`src/rtl/rd53_ttc_pkg.sv`:
```
// Shared constants, symbol tables and frame-kind type for the RD53 TTC transmit encoder.
package rd53_ttc_pkg;

    localparam int unsigned FRAME_W = 16;
    localparam int unsigned SYM_W   = 8;
    localparam int unsigned TAG_W   = 5;
    localparam int unsigned CNT_W   = 4;
    localparam int unsigned PAT_W   = 4;

    localparam logic [FRAME_W-1:0] SYNC_WORD = 16'h817E;
    localparam logic [FRAME_W-1:0] NOOP_WORD = 16'h6969;

    // Indexed by the 4-bit trigger pattern; pattern 0 never forms a trigger frame.
    localparam logic [SYM_W-1:0] TRIG_SYM [1:15] = '{
        8'h2B, 8'h2D, 8'h2E, 8'h33, 8'h35, 8'h36, 8'h39, 8'h3A,
        8'h3C, 8'h4B, 8'h4D, 8'h4E, 8'h53, 8'h55, 8'h56
    };

    localparam logic [SYM_W-1:0] TAG_SYM [0:31] = '{
        8'h6A, 8'h6C, 8'h71, 8'h72, 8'h74, 8'h8B, 8'h8D, 8'h8E,
        8'h93, 8'h95, 8'h96, 8'h99, 8'h9A, 8'h9C, 8'hA3, 8'hA5,
        8'hA6, 8'hA9, 8'hAA, 8'hAC, 8'hB1, 8'hB2, 8'hB4, 8'hC3,
        8'hC5, 8'hC6, 8'hC9, 8'hCA, 8'hCC, 8'hD1, 8'hD2, 8'hD4
    };

    typedef enum logic [1:0] {
        TRIG,
        SYNC,
        CMD,
        NOOP
    } frame_kind_t;

endpackage

```
`src/rtl/rd53_frame_shifter.sv`:
```
// Frame-rate serializer: free-running bit counter, 16-bit shift register and frame-boundary load strobe.
module rd53_frame_shifter
    import rd53_ttc_pkg::*;
(
    input  logic               clk,
    input  logic               rst,
    input  logic [FRAME_W-1:0] load_word,
    output logic [CNT_W-1:0]   bit_cnt,
    output logic               load_c,
    output logic               ttc_bit,
    output logic               frame_start
);

    logic [FRAME_W-1:0] shift_reg;

    // Last bit of the frame: the next word is loaded on this edge.
    assign load_c  = (bit_cnt == CNT_W'(FRAME_W - 1));
    assign ttc_bit = shift_reg[FRAME_W-1];

    always_ff @(posedge clk or negedge rst) begin
        if (!rst) begin
            bit_cnt     <= '0;
            shift_reg   <= SYNC_WORD;
            frame_start <= 1'b1;
        end else begin
            bit_cnt     <= bit_cnt + CNT_W'(1);
            frame_start <= load_c;
            if (load_c) begin
                shift_reg <= load_word;
            end else begin
                shift_reg <= {shift_reg[FRAME_W-2:0], 1'b0};
            end
        end
    end

endmodule

```
`src/rtl/rd53_ttc_encoder.sv`:
```
// RD53 TTC transmit encoder: samples triggers per BX, arbitrates trigger/sync/command/no-op frames and serializes them.
module rd53_ttc_encoder
    import rd53_ttc_pkg::*;
#(
    parameter int unsigned SYNC_PERIOD = 32
) (
    input  logic               clk,
    input  logic               rst,
    input  logic               trig_in,
    input  logic [FRAME_W-1:0] cmd_data,
    input  logic               cmd_valid,
    output logic               cmd_ready,
    output logic               ttc_bit,
    output logic               frame_start,
    output logic               trig_sent,
    output logic [TAG_W-1:0]   tag_out
);

    localparam int unsigned SYNC_CNT_W = 8;

    logic [CNT_W-1:0]      bit_cnt;
    logic                  load_c;
    logic [PAT_W-2:0]      trig_pat;
    logic [TAG_W-1:0]      tag;
    logic [SYNC_CNT_W-1:0] sync_cnt;
    logic [FRAME_W-1:0]    hold_data;

    logic [PAT_W-1:0]      pattern_c;
    logic                  sync_due_c;
    frame_kind_t           kind_c;
    logic [FRAME_W-1:0]    frame_word_c;

    rd53_frame_shifter u_shifter (
        .clk         (clk),
        .rst         (rst),
        .load_word   (frame_word_c),
        .bit_cnt     (bit_cnt),
        .load_c      (load_c),
        .ttc_bit     (ttc_bit),
        .frame_start (frame_start)
    );

    // The fourth BX sample is taken live on the boundary cycle itself.
    assign pattern_c  = {trig_pat, trig_in};
    assign sync_due_c = (sync_cnt == SYNC_CNT_W'(SYNC_PERIOD - 1));

    // BX0..BX2 trigger samples; each frame overwrites all three before use.
    always_ff @(posedge clk or negedge rst) begin
        if (!rst) begin
            trig_pat <= '0;
        end else begin
            case (bit_cnt)
                CNT_W'(3):  trig_pat[2] <= trig_in;
                CNT_W'(7):  trig_pat[1] <= trig_in;
                CNT_W'(11): trig_pat[0] <= trig_in;
                default:    ;
            endcase
        end
    end

    // Frame arbitration: trigger, then due sync, then pending command, else no-op.
    always_comb begin
        kind_c       = NOOP;
        frame_word_c = NOOP_WORD;
        if (pattern_c != '0) begin
            kind_c       = TRIG;
            frame_word_c = {TRIG_SYM[pattern_c], TAG_SYM[tag]};
        end else if (sync_due_c) begin
            kind_c       = SYNC;
            frame_word_c = SYNC_WORD;
        end else if (!cmd_ready) begin
            kind_c       = CMD;
            frame_word_c = hold_data;
        end
    end

    // Counters, command holding register and frame-status outputs.
    always_ff @(posedge clk or negedge rst) begin
        if (!rst) begin
            tag       <= '0;
            sync_cnt  <= '0;
            hold_data <= '0;
            cmd_ready <= 1'b1;
            trig_sent <= 1'b0;
            tag_out   <= '0;
        end else begin
            trig_sent <= 1'b0;
            if (cmd_valid && cmd_ready) begin
                hold_data <= cmd_data;
                cmd_ready <= 1'b0;
            end
            if (load_c) begin
                if (kind_c == TRIG) begin
                    tag       <= tag + TAG_W'(1);
                    trig_sent <= 1'b1;
                    tag_out   <= tag;
                end
                if (kind_c == SYNC) begin
                    sync_cnt <= '0;
                end else if (!sync_due_c) begin
                    sync_cnt <= sync_cnt + SYNC_CNT_W'(1);
                end
                if (kind_c == CMD) begin
                    cmd_ready <= 1'b1;
                end
            end
        end
    end

endmodule

```
`config.mk`:
```
export PLATFORM = sky130hd
export DESIGN_NAME = rd53_ttc_encoder
export DESIGN_NICKNAME = d
export VERILOG_FILES = /design/src/rtl/rd53_ttc_pkg.sv /design/src/rtl/rd53_frame_shifter.sv /design/src/rtl/rd53_ttc_encoder.sv
export SDC_FILE = /design/constraint.sdc
export NUM_CORES = 1
export LEC_CHECK = 0
export CELL_PAD_IN_SITES_DETAIL_PLACEMENT = 0
export CELL_PAD_IN_SITES_GLOBAL_PLACEMENT = 2
export CORE_UTILIZATION = 38
export CTS_CLUSTER_SIZE = 25
export DETAILED_ROUTE_END_ITERATION = 8
export PLACE_DENSITY_LB_ADDON = 0.1
export SLEW_MARGIN = 20
export SYNTH_ARGS = -nofsm -noshare
export SYNTH_HDL_FRONTEND = slang
export SYNTH_SLANG_ARGS = --single-unit
export TNS_END_PERCENT = 100
```
`constraint.sdc`:
```
create_clock -name clk -period 2.8 [get_ports clk]
set_clock_uncertainty 0.15 [all_clocks]
set_input_delay 0.7 -clock clk [delete_from_list [all_inputs] [get_ports clk]]
set_output_delay 0.7 -clock clk [all_outputs]
set_load 0.005 [all_outputs]
```
==> flow_summary.ini, run 1 <==
[drt]
wl_mm = 7.05
drt-initial-drc-count = 77
wire_per_inst_um = 15.8
vias = 2287
ant_nets = 0
firstDrtPassIters = 4
vias_per_cell = 5.13
drc = 0

[floorplanning]
fp.dieH_um = 93.6
dieArea_um2 = 8760
row_count = 33
start_util_pct = 39.0
fp.dieW_um = 93.6
fp.coreArea_um2 = 8180
io_pins = 29

[placement]
dp_hpwl_mm = 4.95
routabilityCongestion = 0.768
io_buffers = 28

[global_route]
gr-total-overflow = 0
grt_antenna_before_repair = 0
grt_pass1_wl_mm = 11.7
grt_pass1_vias = 2235
grt_max_degree = 32
track_usage_pct = 17.9

[clock_tree]
numCtsBuffers = 9
postCtsSetupRepairBufs = 0
clk_pin_slew_ps = 70
root_buffer = clkbuf_8
cts_hold_buf = 0
cts_tree = yes
post_cts_resized = 0
clock_latency_ps = 340
htree_levels = 3
cts_buffer_depth = 2
cts_sinks = 60

[pwr]
power_density_nw_per_um2 = 629
seqPwrFrac_pct = 46.9
p_clk_share_pct = 36.4
p_total_w = 0.00240
switchingPower_w = 0.000645
switching_share_pct = 26.9
internal_power_w = 0.00176
combPwrFrac_pct = 16.7
leakage_nw = 1.62
vdd_drop_max_mv = 0.304

[synth]
synth.area.top_cells = dfrtp_1, dfstp_2, mux2_2
ys_types = 51
yosysMostFrequentCell = dfrtp_1
syn_area_per_cell_um2 = 10.6
synthCells = 301
netlist_area_um2 = 3190
synth_edf_count = 0
ys_ff_latch = 60
synth_nets = 335
yosysSeqAreaShare_pct = 47.5
ys_dominant_reg_cell = dfrtp_1
synth_warnings = 0
yosysTopAreaCell = dfrtp_1
synth_top_area_share_pct = 39.2
synth_common_cells = dfrtp_1, nand2_1, o21ai_0, mux2_2, nor2_1
async_reset_ff_share_pct = 100

[critical_path]
required_ps = 2900
worst_ep_arrival_time_ps = 2460
critPathKind = reg2reg
startpoint_type = register
reg2reg_depth = 5
crit_fanout = 9
crit_path_start = tag[0]
r2r_start = tag[0]
critPathCaptureType = register

[timing]
fmax_ghz = 0.425
maxSlewViolCount = 0
finalHoldViolations = 0
min_period_over_period_pct = 84.0
period_minus_slack_ps = 2350
setup_viol_count_final = 0
worst_slew_pin_slew_ps = 744
rsz0062_at_grt = no
relSlewSlack_pct = 50.4
fin_tns_setup_ps = 0

[cells_and_area]
finalNetCount = 370
fillCellCount = 802
diodes = 0
drive_above_1_share_pct = 20.8
utilization_pct = 46.7
synthToLayoutAreaGrowth_pct = 19.7

[job]
cap_violations = 0

[min_path]
hp-class = in2async

[run_status]
status = completed
critical path: stages, from the launching register on:
cell      delay [ps]
dfrtp_1          520
inv_1            190
ha_1             430
mux2_2           290
mux4_2           470
a211oi_2         220
per-layer routing:
metal	up-vias	routed length (um)	global-route usage [%]	share of wire, %
met1	1113	3530	24.6	50
met2	34	3250	27.4	46
met5	-	0	0	0
met4	0	70	5.77	0.99
met3	5	195	4.47	2.8
li1	1135	-	-	-
final timing paths:
| path | endpoint | slack, ps |
|---|---|---|
| worst max register to register | u_shifter.shift_reg[1] | 450 |
| worst max-delay path | u_shifter.shift_reg[1] | 450 |
| max in group asynchronous | u_shifter.shift_reg[5] | 1930 |
| worst min register to register | u_shifter.bit_cnt[0] | 300 |
| min in group clk | u_shifter.bit_cnt[0] | 300 |
| worst min-delay path | tag[4] | 230 |
cell families (layout without fill, tap and decap cells):
| logic type | Yosys count | count (layout) | share of synthesized area, % |
|---|---|---|---|
| compound gates | 71 | 71 | 15.0 |
| xor+xnor | 9 | 9 | 2.47 |
| mux | 27 | 27 | 10.8 |
| simple gates | 91 | 91 | 14.2 |
| flops | 60 | 60 | 47.5 |
| buf+inv | 29 | 69 | 4.63 |
| fa+ha+maj | 14 | 14 | 5.49 |
per-stage QoR:
stage	worst slack (ps)	hold WS, ps	cells	area (um2)
CTS	430	237	446	3820
global placement	149	291	430	3600
floorplan	605	254	301	3190
global route	287	264	446	3820
detailed placement	97.7	297	430	3600
finish	448	229	446	3820
placed cells by master, fill, tap and decap left out, types with 3 or more instances in the layout:
cell type / instances
a31oi_1: 5
a21oi_1: 11
mux2_2: 19
nor2_1: 17
or3_1: 3
dfstp_2: 10
o21ai_0: 25
nand3_1: 9
buf_4: 11
mux4_2: 4
o21bai_1: 4
xnor2_1: 7
nor3_1: 4
a211oi_2: 3
ha_1: 14
mux2i_1: 4
nand2_1: 37
nand3b_1: 5
clkbuf_8: 10
dfrtp_1: 50
inv_1: 11
clkdlybuf4s50_1: 27
nand4_1: 4
power groups by stage:
stage | logic [W] | clock network [W] | registers (W)
floorplan | 0.000293 | 0 | 0.00109
global placement | 0.000404 | 0 | 0.00114
detailed placement | 0.000405 | 0 | 0.00114
CTS | 0.000408 | 0.000893 | 0.00113
global route | 0.000450 | 0.000931 | 0.00115
finish | 0.000401 | 0.000874 | 0.00112
cell type report:
| type | count | area, um2 | area share, % |
|---|---|---|---|
| multi-input cells | 212 | 1530 | 40.0 |
| flip-flops and latches | 60 | 1510 | 39.7 |
| repair buffers | 40 | 378 | 9.90 |
| clock buffers | 12 | 145 | 3.80 |
| well taps | 105 | 131 | 3.44 |
| clock inverters | 4 | 72.6 | 1.90 |
| inverters | 13 | 48.8 | 1.28 |
Power figures use the tool's default switching activity.
==> run 2, diff against run 1 <==
==> constraint.sdc (replaced) <==
create_clock -name clk -period 2.4 [get_ports clk]
set_clock_uncertainty 0.15 [all_clocks]
set_input_delay 0.6 -clock clk [delete_from_list [all_inputs] [get_ports clk]]
set_output_delay 0.6 -clock clk [all_outputs]
set_load 0.005 [all_outputs]
==> run 2 against run 1 <==
Against the previous run: count of clock-buffer cells in the layout up 1; sequential share of layout area shrank 0.89 points; register-to-register slack worse by 130 ps; first-iteration DRC count rose by 1.3%; routed wire length down 0.72%.
==> flow_summary.ini, run 2 (synthesis results as in run 1) <==
[placement]
placed_cells = 439
routabilityCongestion = 0.748
io_buffers = 28
placed_cell_area_um2 = 3690
dp_hpwl_mm = 4.91

[cells_and_area]
fillCellCount = 778
finalNetCount = 379
drive_above_1_share_pct = 23.1
stdcell_count = 455
synthToLayoutAreaGrowth_pct = 22.4
diodes = 0
utilization_pct = 47.8
final_cell_mix = dfrtp_1, nand2_1, clkdlybuf4s50_1, o21ai_0, mux2_2
final_area_um2 = 3910
layout_commonest_cell = dfrtp_1

[drt]
vias_per_cell = 5.12
ant_nets = 0
wire_per_inst_um = 15.4
routed-wl-met3_um = 201
routed-wl-met2_mm = 3.27
firstDrtPassIters = 5
drt-met1-wl_mm = 3.43
highest_layer = met4
vias = 2328
wl_mm = 6.99
drt-initial-drc-count = 78
drc = 0

[floorplanning]
fp.coreArea_um2 = 8180
row_count = 33
io_pins = 29
fp.dieW_um = 93.6
start_util_pct = 39.0
fp.dieH_um = 93.6
dieArea_um2 = 8760

[clock_tree]
numCtsBuffers = 9
post_cts_resized = 0
cts_hold_buf = 0
clock_latency_ps = 340
cts_buffer_depth = 2
htree_levels = 3
clk_pin_slew_ps = 70
cts_sinks = 60
cts_tree = yes
postCtsSetupRepairBufs = 0
root_buffer = clkbuf_8

[critical_path]
crit_path_start = trig_in
cpPeakStageDelay_ps = 410
reg2reg_slack_ps = 320
crit_chain = clkdlybuf4s50_1 > inv_1 > ha_1 > nor3b_4 > buf_4 > o211ai_2 > nor3_1 > a211oi_2
cp_num_buf_inv = 3
r2r_start = tag[1]
path_depth = 8
critPathKind = in2reg
startpoint_type = primary input
critPathSlowestCell = clkdlybuf4s50_1
crit_fanout = 6
critical_path.top_delay_family = buffers and inverters
cp-endpoint = u_shifter.shift_reg[8]
critPathCaptureType = register
worst_ep_arrival_time_ps = 2260
r2r_end = u_shifter.shift_reg[1]
required_ps = 2500
reg2reg_depth = 5

[timing]
relSlewSlack_pct = 60.5
rsz0062_at_grt = no
setup_viol_count_final = 0
min_period_over_period_pct = 90.0
period_minus_slack_ps = 2160
worst_slew_pin_slew_ps = 592
fin_tns_setup_ps = 0
finalHoldViolations = 0
maxSlewViolCount = 0
fmax_ghz = 0.463

[global_route]
track_usage_pct = 18.2
grt_pass1_wl_mm = 11.9
grt_max_degree = 38
gr-total-overflow = 0
grt_pass1_vias = 2268
grt_antenna_before_repair = 0

[run_status]
status = completed

[pwr]
power_density_nw_per_um2 = 707
leakage_nw = 1.68
vdd_drop_max_mv = 0.403

[min_path]
hp-class = in2async

[job]
cap_violations = 0
## run 2: changes by cell type in the layout (fill, tap and decap cells not counted), sizes merged
cell	previous run	this run
buf	13	22
bufinv	2	1
clkbuf	12	13
clkinv	1	2
clkinvlp	1	0
## run 2: worst min path at each step
| stage | startpoint | end | slack [ps] |
|---|---|---|---|
| after CTS | rst | tag[1] | 130 |
| after floorplan | rst | hold_data[0] | 150 |
| after global routing | rst | tag[0] | 160 |
| final | rst | tag[1] | 120 |
| after global placement | u_shifter.bit_cnt[0] | u_shifter.bit_cnt[0] | 290 |
| after detailed placement | u_shifter.bit_cnt[0] | u_shifter.bit_cnt[0] | 300 |
## run 2: metal layers
layer,GRT usage (%),vias to the layer above
li1,-,1159
met1,25.4,1133
met2,27.6,28
met3,4.39,8
met4,6.15,0
met5,0,-
## run 2: area by class of cell
class / instances / area, um2 / area share [%]
Clock buffer: 13 / 169 / 4.33
Clock inverter: 3 / 43.8 / 1.12
Inverter: 13 / 48.8 / 1.25
Multi-Input combinational cell: 212 / 1530 / 39.1
Sequential cell: 60 / 1510 / 38.8
Tap cell: 105 / 131 / 3.36
Timing Repair Buffer: 49 / 470 / 12.0
## run 2: power by group
group / total, W / leakage, nW / internal (W) / switching [W]
sequential: 0.00131 / 0.707 / 0.00119 / 0.000123
combinational: 0.000479 / 0.864 / 0.000258 / 0.000220
clock: 0.000975 / 0.110 / 0.000566 / 0.000409
total: 0.00276 / 1.68 / 0.00201 / 0.000753
## run 2: stage by stage
step                      hold slack [ps]  total power [W]  setup WS, ps
after floorplan                       154          0.00162           302
after global placement                287          0.00181         -75.0
after detailed placement              297          0.00182          -134
after CTS                             127          0.00281           230
after global routing                  159          0.00292          81.3
final                                 117          0.00276           240
==> run 3, diff against run 2 <==
--- a/config.mk
+++ b/config.mk
@@ -7,10 +7,12 @@
 export LEC_CHECK = 0
 export CELL_PAD_IN_SITES_DETAIL_PLACEMENT = 0
 export CELL_PAD_IN_SITES_GLOBAL_PLACEMENT = 2
+export CORE_MARGIN = 5
 export CORE_UTILIZATION = 38
 export CTS_CLUSTER_SIZE = 25
 export DETAILED_ROUTE_END_ITERATION = 8
 export PLACE_DENSITY_LB_ADDON = 0.1
+export SETUP_SLACK_MARGIN = 0.2
 export SLEW_MARGIN = 20
 export SYNTH_ARGS = -nofsm -noshare
 export SYNTH_HDL_FRONTEND = slang
==> run 3 against run 2 <==
Against the previous run: register-to-register slack worse by 20 ps; critical endpoint is now cmd_ready; count of clock-buffer cells in the layout down 3; die area up 18%; largest cell class unchanged.
==> flow_summary.ini, run 3 (synthesis results as in run 1) <==
[run_status]
status = completed

[timing]
relSlewSlack_pct = 67.8
min_period_over_period_pct = 88.1
fmax_ghz = 0.473
period_minus_slack_ps = 2110
fin_tns_setup_ps = 0
rsz0062_at_grt = no
maxSlewViolCount = 0
setup_viol_count_final = 0
worst_slew_pin_slew_ps = 483
finalHoldViolations = 0

[critical_path]
r2r_end = u_shifter.shift_reg[1]
r2r_start = tag[0]
reg2reg_depth = 5
crit_path_start = cmd_ready
startpoint_type = register
critical_path.top_delay_family = flip-flops
worst_ep_arrival_time_ps = 1360
critPathCaptureType = output port
cpPeakStageDelay_ps = 530
reg2reg_slack_ps = 300
crit_fanout = 2
required_ps = 1650
cp_num_buf_inv = 1
critPathKind = reg2out
crit_chain = clkdlybuf4s50_1
critPathSlowestCell = dfstp_2

[global_route]
grt_pass1_wl_mm = 11.9
gr-total-overflow = 0
track_usage_pct = 14.9
grt_antenna_before_repair = 0
grt_max_degree = 61
grt_pass1_vias = 2369

[pwr]
vdd_drop_max_mv = 0.352
p_clk_share_pct = 38.2
switchingPower_w = 0.000763
combPwrFrac_pct = 17.2
leakage_nw = 1.72
switching_share_pct = 26.3
internal_power_w = 0.00214
power_density_nw_per_um2 = 726
seqPwrFrac_pct = 44.6

[drt]
drc = 0
drt-initial-drc-count = 69
firstDrtPassIters = 4
wl_mm = 7.08
vias = 2385
ant_nets = 0
vias_per_cell = 5.16
wire_per_inst_um = 15.3

[clock_tree]
cts_sinks = 60
numCtsBuffers = 9
cts_hold_buf = 0
cts_tree = yes
clk_pin_slew_ps = 70
cts_buffer_depth = 2
clock_latency_ps = 340
root_buffer = clkbuf_8
htree_levels = 3

[cells_and_area]
synthToLayoutAreaGrowth_pct = 25.4
drive_above_1_share_pct = 26.1
finalNetCount = 386
utilization_pct = 48.7
layout_commonest_cell = dfrtp_1
diodes = 0
final_cell_mix = dfrtp_1, nand2_1, clkdlybuf4s50_1, buf_4, o21ai_0

[floorplanning]
start_util_pct = 38.8
io_pins = 29
dieArea_um2 = 10300
fp.dieW_um = 102
fp.coreArea_um2 = 8220
fp.dieH_um = 102
row_count = 33

[placement]
io_buffers = 28
dp_hpwl_mm = 5.01
routabilityCongestion = 0.765

[min_path]
hp-class = in2async

[job]
cap_violations = 0
[run 3: cell count changes in the layout (fill, tap and decap cells not counted), moves of 2 or more]
cell / before / now
buf_4: 18 / 26
clkbuf_8: 12 / 9
buf_12: 3 / 1
bufinv_16: 1 / 3
ha_1: 14 / 12
ha_2: 0 / 2
[run 3: per-layer routing]
layer,GRT usage [%],share of wire [%]
met4,6.75,2.0
met2,22.6,46
met5,0,0
met3,2.82,2.6
met1,20.7,50
[run 3: layout make-up]
class | instances | area, um2
repair buffers | 56 | 504
inverters | 13 | 48.8
well taps | 105 | 131
clock buffers | 10 | 128
multi-input cells | 212 | 1560
clock inverters | 6 | 113
fillers | 784 | 4220
flip-flops and latches | 60 | 1510
[run 3: through the flow]
stage | cell area [um2] | total power (W) | hold WS [ps] | setup slack (ps) | instances
4_1_cts | 3950 | 0.00293 | 120 | 211 | 459
2_1_floorplan | 3190 | 0.00162 | 154 | 302 | 301
3_3_place_gp | 3700 | 0.00181 | 288 | -186 | 443
6_report | 4000 | 0.00290 | 104 | 286 | 462
5_1_grt | 4000 | 0.00306 | 124 | 202 | 462
3_5_place_dp | 3700 | 0.00181 | 298 | -199 | 443
[run 3: worst max-delay path by stage]
stage | to | slack (ps) | cells past startpoint
finish | cmd_ready | 290 | 1
global route | u_shifter.shift_reg[1] | 200 | 5
CTS | sync_cnt[3] | 210 | 9
detailed placement | u_shifter.shift_reg[5] | -200 | 8
global placement | u_shifter.shift_reg[5] | -190 | 8
floorplan | u_shifter.shift_reg[1] | 300 | 5
[run 3: timing repair]
action                     CTS  global route
pin swaps                    0             2
setup endpoints to repair    1            12
setup buffers                0             3
cloned                       0             0
resized for setup            1             8
[run 3: power groups by stage]
stage               combinational, W  clock [W]  sequential (W)
global placement            0.000492          0         0.00132
finish                      0.000499    0.00111         0.00130
CTS                         0.000499    0.00113         0.00130
floorplan                   0.000342          0         0.00128
global route                0.000561    0.00118         0.00132
detailed placement          0.000495          0         0.00132
